## src/rtl/cordic_pkg.sv

```systemverilog
// cordic_pkg: shared constants, arctangent table and FSM states for the rotation CORDIC
package cordic_pkg;
    localparam int ITER = 12;
    localparam int ATAN [ITER] = '{3217, 1899, 1003, 509, 256, 128, 64, 32, 16, 8, 4, 2};
    localparam int K_GAIN = 2487;
    localparam int PI_Q = 12868;
    localparam int PI_2_Q = 6434;
    typedef enum logic [1:0] {IDLE, ROT, SCALE, DONE} state_t;
endpackage

```

## src/rtl/cordic_rotate_if.sv

```systemverilog
// cordic_rotate_if: operand and result handshakes of the rotation CORDIC
interface cordic_rotate_if #(parameter int DATA_WIDTH = 15);
    logic in_valid;
    logic in_ready;
    logic signed [DATA_WIDTH-1:0] in_mag;
    logic signed [DATA_WIDTH-1:0] in_theta;
    logic out_valid;
    logic out_ready;
    logic signed [DATA_WIDTH-1:0] out_X;
    logic signed [DATA_WIDTH-1:0] out_Y;
    logic signed [DATA_WIDTH-1:0] out_theta_res;
    modport master (output in_valid, in_mag, in_theta, out_ready,
                    input in_ready, out_valid, out_X, out_Y, out_theta_res);
    modport slave (input in_valid, in_mag, in_theta, out_ready,
                   output in_ready, out_valid, out_X, out_Y, out_theta_res);
endinterface

```

## src/rtl/cordic_rot_iter.sv

```systemverilog
// cordic_rot_iter: one combinational micro-rotation, steered by the sign of the residual angle
module cordic_rot_iter #(
    parameter int XW = 17,
    parameter int ZW = 15
) (
    input  logic signed [XW-1:0] x,
    input  logic signed [XW-1:0] y,
    input  logic signed [ZW-1:0] z,
    input  logic        [3:0]    i,
    input  logic signed [ZW-1:0] atan_i,
    output logic signed [XW-1:0] x_n,
    output logic signed [XW-1:0] y_n,
    output logic signed [ZW-1:0] z_n
);
    logic pos;
    assign pos = !z[ZW-1];
    assign x_n = pos ? x - (y >>> i) : x + (y >>> i);
    assign y_n = pos ? y + (x >>> i) : y - (x >>> i);
    assign z_n = pos ? z - atan_i : z + atan_i;
endmodule

```

## src/rtl/cordic_rotate.sv

```systemverilog
// cordic_rotate: iterative polar-to-rectangular CORDIC with gain compensation and valid/ready handshakes
module cordic_rotate
    import cordic_pkg::*;
#(
    parameter int DATA_WIDTH = 15,
    parameter int GUARD = 2
) (
    input logic clk,
    input logic rst,
    cordic_rotate_if.slave bus
);
    localparam int XW = DATA_WIDTH + GUARD;
    localparam int PW = XW + 13;
    localparam logic signed [DATA_WIDTH-1:0] MAXV = {1'b0, {(DATA_WIDTH-1){1'b1}}};
    localparam logic signed [DATA_WIDTH-1:0] MINV = {1'b1, {(DATA_WIDTH-1){1'b0}}};

    state_t state, state_n;
    logic signed [XW-1:0] x, y, x_n, y_n, x0;
    logic signed [DATA_WIDTH-1:0] z, z_n, z0, atan_i;
    logic [3:0] i;
    logic flip_hi, flip_lo, last;
    logic signed [PW-1:0] px, py;
    logic out_valid;
    logic signed [DATA_WIDTH-1:0] out_x, out_y, out_res;

    function automatic logic signed [DATA_WIDTH-1:0] sat(input logic signed [PW-1:0] p);
        logic signed [PW-1:0] s;
        s = p >>> 12;
        return s > PW'(MAXV) ? MAXV : s < PW'(MINV) ? MINV : s[DATA_WIDTH-1:0];
    endfunction

    // angles beyond +-pi/2 are folded by pi with the magnitude negated
    assign flip_hi = bus.in_theta > DATA_WIDTH'(PI_2_Q);
    assign flip_lo = bus.in_theta < -DATA_WIDTH'(PI_2_Q);
    assign z0 = flip_hi ? bus.in_theta - DATA_WIDTH'(PI_Q)
              : flip_lo ? bus.in_theta + DATA_WIDTH'(PI_Q) : bus.in_theta;
    assign x0 = (flip_hi || flip_lo) ? -XW'(bus.in_mag) : XW'(bus.in_mag);
    assign atan_i = DATA_WIDTH'(ATAN[i]);
    assign last = i == 4'(ITER - 1);
    assign px = PW'(x) * PW'(K_GAIN);
    assign py = PW'(y) * PW'(K_GAIN);

    assign bus.in_ready = state == IDLE;
    assign bus.out_valid = out_valid;
    assign bus.out_X = out_x;
    assign bus.out_Y = out_y;
    assign bus.out_theta_res = out_res;

    cordic_rot_iter #(.XW(XW), .ZW(DATA_WIDTH)) u_iter (
        .x(x), .y(y), .z(z), .i(i), .atan_i(atan_i),
        .x_n(x_n), .y_n(y_n), .z_n(z_n)
    );

    // state register
    always_ff @(posedge clk or negedge rst) begin
        if (!rst) state <= IDLE;
        else state <= state_n;
    end

    // sequencing: accept, iterate ITER times, scale once, wait for the consumer
    always_comb begin
        state_n = state;
        case (state)
            IDLE:    state_n = bus.in_valid ? ROT : IDLE;
            ROT:     state_n = last ? SCALE : ROT;
            SCALE:   state_n = DONE;
            DONE:    state_n = bus.out_ready ? IDLE : DONE;
            default: state_n = IDLE;
        endcase
    end

    // datapath: load pre-rotated operand, micro-rotate, gain-compensate and hold the result
    always_ff @(posedge clk or negedge rst) begin
        if (!rst) begin
            x <= '0;
            y <= '0;
            z <= '0;
            i <= '0;
            out_x <= '0;
            out_y <= '0;
            out_res <= '0;
            out_valid <= 1'b0;
        end else begin
            if (state == IDLE && bus.in_valid) begin
                x <= x0;
                y <= '0;
                z <= z0;
                i <= '0;
            end
            if (state == ROT) begin
                x <= x_n;
                y <= y_n;
                z <= z_n;
                i <= last ? 4'd0 : i + 4'd1;
            end
            if (state == SCALE) begin
                out_x <= sat(px);
                out_y <= sat(py);
                out_res <= z;
                out_valid <= 1'b1;
            end
            if (state == DONE && bus.out_ready) out_valid <= 1'b0;
        end
    end
endmodule

```

## src/flat_wrapper.sv

```systemverilog
// flat-port wrapper written by rule: the top's interface ports become plain ports
module cordic_rotate_flat import cordic_pkg::*;
#(
    parameter int DATA_WIDTH = 15,
    parameter int GUARD = 2
)
  (clk, rst, bus_in_valid, bus_in_mag, bus_in_theta, bus_out_ready, bus_in_ready, bus_out_valid, bus_out_X, bus_out_Y, bus_out_theta_res);
  cordic_rotate_if #(.DATA_WIDTH(DATA_WIDTH)) bus_i ();
  input logic clk;
  input logic rst;
  input wire logic [$bits(bus_i.in_valid)-1:0] bus_in_valid;
  input wire logic [$bits(bus_i.in_mag)-1:0] bus_in_mag;
  input wire logic [$bits(bus_i.in_theta)-1:0] bus_in_theta;
  input wire logic [$bits(bus_i.out_ready)-1:0] bus_out_ready;
  output wire logic [$bits(bus_i.in_ready)-1:0] bus_in_ready;
  output wire logic [$bits(bus_i.out_valid)-1:0] bus_out_valid;
  output wire logic [$bits(bus_i.out_X)-1:0] bus_out_X;
  output wire logic [$bits(bus_i.out_Y)-1:0] bus_out_Y;
  output wire logic [$bits(bus_i.out_theta_res)-1:0] bus_out_theta_res;
  assign bus_i.in_valid = bus_in_valid;
  assign bus_i.in_mag = bus_in_mag;
  assign bus_i.in_theta = bus_in_theta;
  assign bus_i.out_ready = bus_out_ready;
  assign bus_in_ready = bus_i.in_ready;
  assign bus_out_valid = bus_i.out_valid;
  assign bus_out_X = bus_i.out_X;
  assign bus_out_Y = bus_i.out_Y;
  assign bus_out_theta_res = bus_i.out_theta_res;
  cordic_rotate #(.DATA_WIDTH(DATA_WIDTH), .GUARD(GUARD)) u_core (.clk(clk), .rst(rst), .bus(bus_i));
endmodule
```

## config.mk

```make
export PLATFORM = sky130hd
export DESIGN_NAME = cordic_rotate_flat
export DESIGN_NICKNAME = d
export VERILOG_FILES = /design/src/rtl/cordic_pkg.sv /design/src/rtl/cordic_rotate_if.sv /design/src/rtl/cordic_rot_iter.sv /design/src/rtl/cordic_rotate.sv /design/src/flat_wrapper.sv
export SDC_FILE = /design/constraint.sdc
export NUM_CORES = 1
export LEC_CHECK = 0
export ABC_AREA = 1
export CORE_ASPECT_RATIO = 0.8
export CORE_MARGIN = 8
export CORE_UTILIZATION = 35
export DETAILED_ROUTE_END_ITERATION = 8
export PLACE_DENSITY = 0.58
export SLEW_MARGIN = 20
export SYNTH_ARGS = -nofsm -noshare
export SYNTH_HDL_FRONTEND = slang
export SYNTH_SLANG_ARGS = --single-unit
```

## constraint.sdc

```tcl
create_clock -name clk -period 7.4 [get_ports clk]
set_clock_uncertainty 0.2 [all_clocks]
set_input_delay 1.11 -clock clk [delete_from_list [all_inputs] [get_ports clk]]
set_output_delay 1.11 -clock clk [all_outputs]
set_load 0.05 [all_outputs]
```

Word-level counts from Yosys, hierarchy flattened
Memory sizes are Yosys's and may differ from the RTL's. Cells that the tools add are included.

Shifts and indexed selects: 2. $add $sub $neg: 10. Multipliers: 2. $lt $le $gt $ge: 7. Bitwise gates (word level): 1. Eq/ne operators: 4. Reductions and logical operators: 6. Multiplexer cells: 27.

Operators by type and width (count): $mux 15 (11); $mux 17 (7); $mul 17x13->30 const B (2); $gt 18x15->1 const B (2); $lt 18x15->1 const B (2); $add 17x17->17 (2); $sshr 17x4->17 (2); $sub 17x17->17 (2); $neg 15->17 (1); $add 15x15->15 (1); $add 15x15->15 const B (1); $gt 15x14->1 const B (1); $lt 15x14->1 const B (1); $sub 15x15->15 (1); $sub 15x15->15 const B (1); $mux 4 (3); $pmux 2 s4 (1); $ge 5x5->1 const B (1); $not 4->5 (1); $add 4x1->4 const B (1); $eq 2x2->1 const B (2); $eq 4x4->1 const B (1); $mux 2 (2); $reduce_bool 2->1 (2); other kinds (5) (8).

Flip-flop bits (word level): 101. Word-level logic and storage cells: 69. Output and inout bits: 47. Bits in read-only memories: 512. Memories kept: 1.

Memories: (name not given) (depth 16, bits a word 32, read ports 1, clocked after memory_dff 0, write ports 0, RTL line cordic_rotate.sv:38) `assign atan_i = DATA_WIDTH'(ATAN[i]);`.

Depth between registers and ports, before layout
Depth after elaboration: 7. Depth in mapped cells: 29.

Modules after synthesis
Synthesis repeated with hierarchy kept, for this count alone.

Cell total of the unflattened synthesis: 2872. Area total of the unflattened synthesis: 19881.6 um^2.

By module, submodules not included: cordic_rotate (cells each 1998, sequential area each 2527.4 um^2, area an instance 15089.5 um^2, times used 1); cordic_rot_iter (cells each 874, sequential area each 0.0 um^2, area an instance 4792.1 um^2, times used 1).

Least setup slack after synthesis
No wires, ideal clock.

Path kind: flip-flop to flip-flop. Start point: register u_core.y[15]. End point: register u_core.out_y[10], in the netlist u_core.bus.out_Y[10]. Path slack: 2.264 ns. Arrival: 4.819 ns. Cell stages (with the launch flop): 25. Data required time: 7.082 ns. Library setup time: 0.118 ns. Path buffers: 1. Path through: dfrtp_1 > inv_1 > ha_1 > inv_1 > fa_1 > fa_1 > fa_1 > inv_1 > fa_1 > inv_1 > ha_1 > nand2_1 > inv_1 > a21oi_1 > nor2_1 > nor3_1 > nand3_1 > nand2_1 > nand2_1 > nand3b_1 > nand2_1 > buf_4 > nand2_1 > nand2_1 > nand2_1.

Word-level cells in the longest chain between the ends: 4.

RTL lines: from (decl) (RTL line cordic_rotate.sv:18) `logic signed [XW-1:0] x, y, x_n, y_n, x0;`; from (signal assigned) (RTL line cordic_rotate.sv:92) `y <= y_n;`; $mul 17x13->30 (*) (RTL line cordic_rotate.sv:41) `assign py = PW'(y) * PW'(K_GAIN);`; $lt 18x15->1 (RTL line cordic_rotate.sv:29) `return s > PW'(MAXV) ? MAXV : s < PW'(MINV) ? MINV : s[DATA_WIDTH-1:0];`; $mux 15 (RTL line cordic_rotate.sv:29); $mux 15 (*) (RTL line cordic_rotate.sv:29); to (signal assigned) (RTL line cordic_rotate.sv:98) `out_y <= sat(py);`; to (decl) (RTL line cordic_rotate.sv:24) `logic signed [DATA_WIDTH-1:0] out_x, out_y, out_res;`.

Every way passes the cells marked *; elsewhere a longest branch is shown, timed or not. A chain may end at the register's enable or synchronous reset.

Worst setup path in the final report
Start point: register u_core.y[16]. End point: register u_core.out_y[13], in the netlist u_core.bus.out_Y[13].

The elaborated chain is that of the path after synthesis.

==> results.sh <==
export IMPL_tns_ns=0
export IMPL_dr_total_vias=17000
export IMPL_cts_tree="built"
export IMPL_syn_area_per_cell_sq_um=7.07
export IMPL_htreeDepth=3
export IMPL_critPathKind="register to register"
export IMPL_syn_inst=2699
export IMPL_antenna_found_initial=0
export IMPL_routedWlPerCell_um=15.8
export IMPL_io_pins=81
export IMPL_nFillCells=5697
export IMPL_area_growth_pct=8.78
export IMPL_drt_initial_drc_count=1090
export IMPL_grt_pass1_wl_um=90000
export IMPL_cts_sinks=101
export IMPL_r2r_slack_ns=1.46
export IMPL_rsz0062_at_grt="no"
export IMPL_die_area_sq_mm=0.0623
export IMPL_core_sq_mm=0.0538
export IMPL_drv_slew=0
export IMPL_synthFlopType="dfrtp_1"
export IMPL_cp_num_buf_inv=5
export IMPL_crit_family="adder cells"
export IMPL_fin_crit_sh=0.803
export IMPL_grt_pass1_vias=17100
export IMPL_endpoint_kind="register"
export IMPL_clockRootBuffer="clkbuf_16"
export IMPL_die_w_um=277
export IMPL_yosysTopAreaCell="fa_1"
export IMPL_hp_class="register to register"
export IMPL_synth_compound_area_frac=0.121
export IMPL_worst_slew_pin_slew_ns=1.04
export IMPL_synth_edff_count=0
export IMPL_relSlewSlack=0.300
export IMPL_synthTopCellsByArea="fa_1 18%, ha_1 15%, nand2_1 14%"
export IMPL_cap_violations=0
export IMPL_nNetsFinal=3167
export IMPL_synth_top_family_by_area="adder cells"
export IMPL_grt_ovfl_total=0
export IMPL_crit_required_ns=7.48
export IMPL_crit_path_top_delay_cell="dfrtp_1"
export IMPL_dieHeight_um=225
export IMPL_synthArstFlopShare=1.00
export IMPL_syn_nets=3136
export IMPL_setup_viol=0
export IMPL_outcome="finished clean"
export IMPL_cpPeakStageDelay_ns=0.94
export IMPL_cts_resized=0
export IMPL_synthAdderAreaFrac=0.332
export IMPL_hold_buffers=0
export IMPL_drc=0
export IMPL_final_layout_size_suffix_gt1_frac=0.0366
export IMPL_synth_seq_area_share=0.132
export IMPL_syn_cell_area_sq_mm=0.0191
export IMPL_numCtsBuffers=9
export IMPL_firstDrtPassIters=5
export IMPL_grtUsageTotal=0.174
export IMPL_regArea_sq_mm=0.00253
export IMPL_drt_vias_per_instance=4.95
export IMPL_cp_cell_sequence="inv_1 -> fa_1 -> inv_1 -> fa_1 -> fa_1 -> inv_1 -> fa_1 -> inv_1 -> ha_1 -> a21oi_1 -> a21boi_0 -> o21bai_1 -> a31oi_1 -> nand2_1 -> xor2_1 -> inv_1 -> nand2_1 -> nand2_1 -> nand2_1 -> nand2_1"
export IMPL_muxShareOfSynthArea=0.00210
export IMPL_synth_xor_area_frac=0.0491
export IMPL_path_max_fanout=21
export IMPL_place_hpwl_um=44800
export IMPL_rows=76
export IMPL_n_antenna_cell=0
export IMPL_synth_top_area_share=0.182
export IMPL_ys_types=58
export IMPL_clk_pin_slew_worst_paths_ns=0.08
export IMPL_insertion_delay_ns=0.39
export IMPL_grt_max_degree=64
export IMPL_place_gp_congestion=0.900
export IMPL_fmax_ghz=0.168
export IMPL_wl_um=54300
export IMPL_finalHoldViolCount=0
export IMPL_multi_input_area_sq_mm=0.0141
export IMPL_period_needed_ns=5.94
export IMPL_io_buffers=80
export IMPL_cts_path_max_buffers=2
export IMPL_initial_core_util=0.354
export IMPL_drtAntennaViolNets=0
export IMPL_synthSimpleGateAreaFrac=0.237
export IMPL_arrival_ns=6.02
export IMPL_ys_seq_elements=101
export IMPL_critical_path_startpoint_type="register"
export IMPL_yosys_warnings=0
export IMPL_cts_setup_buffers=0
[metrics by stage]
step	cell area [sq um]	util	worst slack, ns	cells	hold slack [ns]
final	20800	0.386	1.46	3437	0.280
after global routing	20800	0.386	0.918	3437	0.300
after CTS	20800	0.386	1.44	3437	0.288
after detailed placement	20400	0.380	1.47	3421	0.265
after global placement	20400	0.380	1.61	3421	0.260
after floorplan	19100	-	2.26	2699	0.277
[worst reg2reg max path, delay by kind of cell (launching register included)]
kind | cells | cell delay (ns)
adders and majority gates | 5 | 2.41
xor gates and xnor gates | 1 | 0.16
and+or+nand+nor | 5 | 0.66
AOI/OAI and AO/OA | 4 | 0.93
DFF | 1 | 0.94
buffers and inverters | 5 | 0.52
[final timing paths]
path	startpoint	end	depth (start not counted)
worst min register to register	u_core.bus.out_Y[9]$_DFFE_PN0P_	u_core.bus.out_Y[9]$_DFFE_PN0P_	2
worst max-delay path	u_core.y[16]$_DFFE_PN0P_	u_core.bus.out_Y[13]$_DFFE_PN0P_	20
min in group asynchronous	rst	u_core.bus.out_theta_res[0]$_DFFE_PN0P_	1
max in group asynchronous	rst	u_core.i[0]$_DFFE_PN0P_	2
worst max register to register	u_core.y[16]$_DFFE_PN0P_	u_core.bus.out_Y[13]$_DFFE_PN0P_	20
worst min-delay path	u_core.bus.out_Y[9]$_DFFE_PN0P_	u_core.bus.out_Y[9]$_DFFE_PN0P_	2
[registers in the layout, indices dropped and copies added, names as in the netlist]
register	cells
u_core.x	17
u_core.y	17
u_core.bus.out_X	15
u_core.bus.out_Y	15
u_core.bus.out_theta_res	15
u_core.z	15
u_core.i	4
u_core.state	2
u_core.bus.out_valid	1
[placed cells by master, fill, tap and decap left out, types with 86 or more instances in the layout]
cell       n
a21oi_1  131
dfrtp_1  100
fa_1     173
ha_1     230
inv_1    527
nand2_1  689
nand3_1  136
nor2_1   134
o21ai_0  144
xor2_1    86
[kinds of logic after synthesis]
kind of cell | after synthesis
AO/OA/AOI/OAI | 404
XOR/XNOR | 107
adder cells (fa/ha/maj) | 403
buffers and inverters | 607
flip-flops | 101
multiplexers | 4
AND/OR/NAND/NOR | 1073
[synthesized netlist by cell type, types with 2 or more instances]
| cell | n |
|---|---|
| nand2_1 | 689 |
| inv_1 | 529 |
| ha_1 | 230 |
| fa_1 | 173 |
| o21ai_0 | 144 |
| nand3_1 | 136 |
| nor2_1 | 136 |
| a21oi_1 | 131 |
| dfrtp_1 | 101 |
| xor2_1 | 86 |
| nor3_1 | 33 |
| clkbuf_1 | 24 |
| buf_2 | 22 |
| nand2_2 | 22 |
| xnor2_1 | 21 |
| a21o_1 | 19 |
| o21ai_1 | 19 |
| nand4_1 | 16 |
| a31oi_1 | 15 |
| o22ai_1 | 15 |
| nand3_2 | 11 |
| buf_4 | 10 |
| o21bai_1 | 10 |
| inv_2 | 9 |
| buf_6 | 8 |
| o211ai_1 | 7 |
| o21a_1 | 7 |
| o21ai_2 | 7 |
| a21boi_0 | 6 |
| nand3b_1 | 6 |
| nor2_2 | 6 |
| o31ai_1 | 5 |
| or2_2 | 5 |
| mux2i_1 | 4 |
| nor4_1 | 4 |
| a211oi_1 | 3 |
| a22oi_1 | 3 |
| a31o_2 | 2 |
| and3_1 | 2 |
| buf_1 | 2 |
| nand2_4 | 2 |
| nor2_4 | 2 |
| nor3_2 | 2 |
[per-layer routing]
layer  track usage  wire, um
met4        0.0329       722
met3        0.0261      2370
met5             0         0
met1         0.251     27500
met2         0.278     23700
[layout make-up]
type,instances,area share
Inverter,540,0.0978
Sequential cell,101,0.122
Tap cell,702,0.0423
Clock buffer,9,0.0109
Clock inverter,7,0.00470
Multi-Input combinational cell,1991,0.682
Timing Repair Buffer,87,0.0410
Power is left out: the tool's default activity adds up to more than one toggle a clock period on the data nets, which glitch-free logic cannot reach.
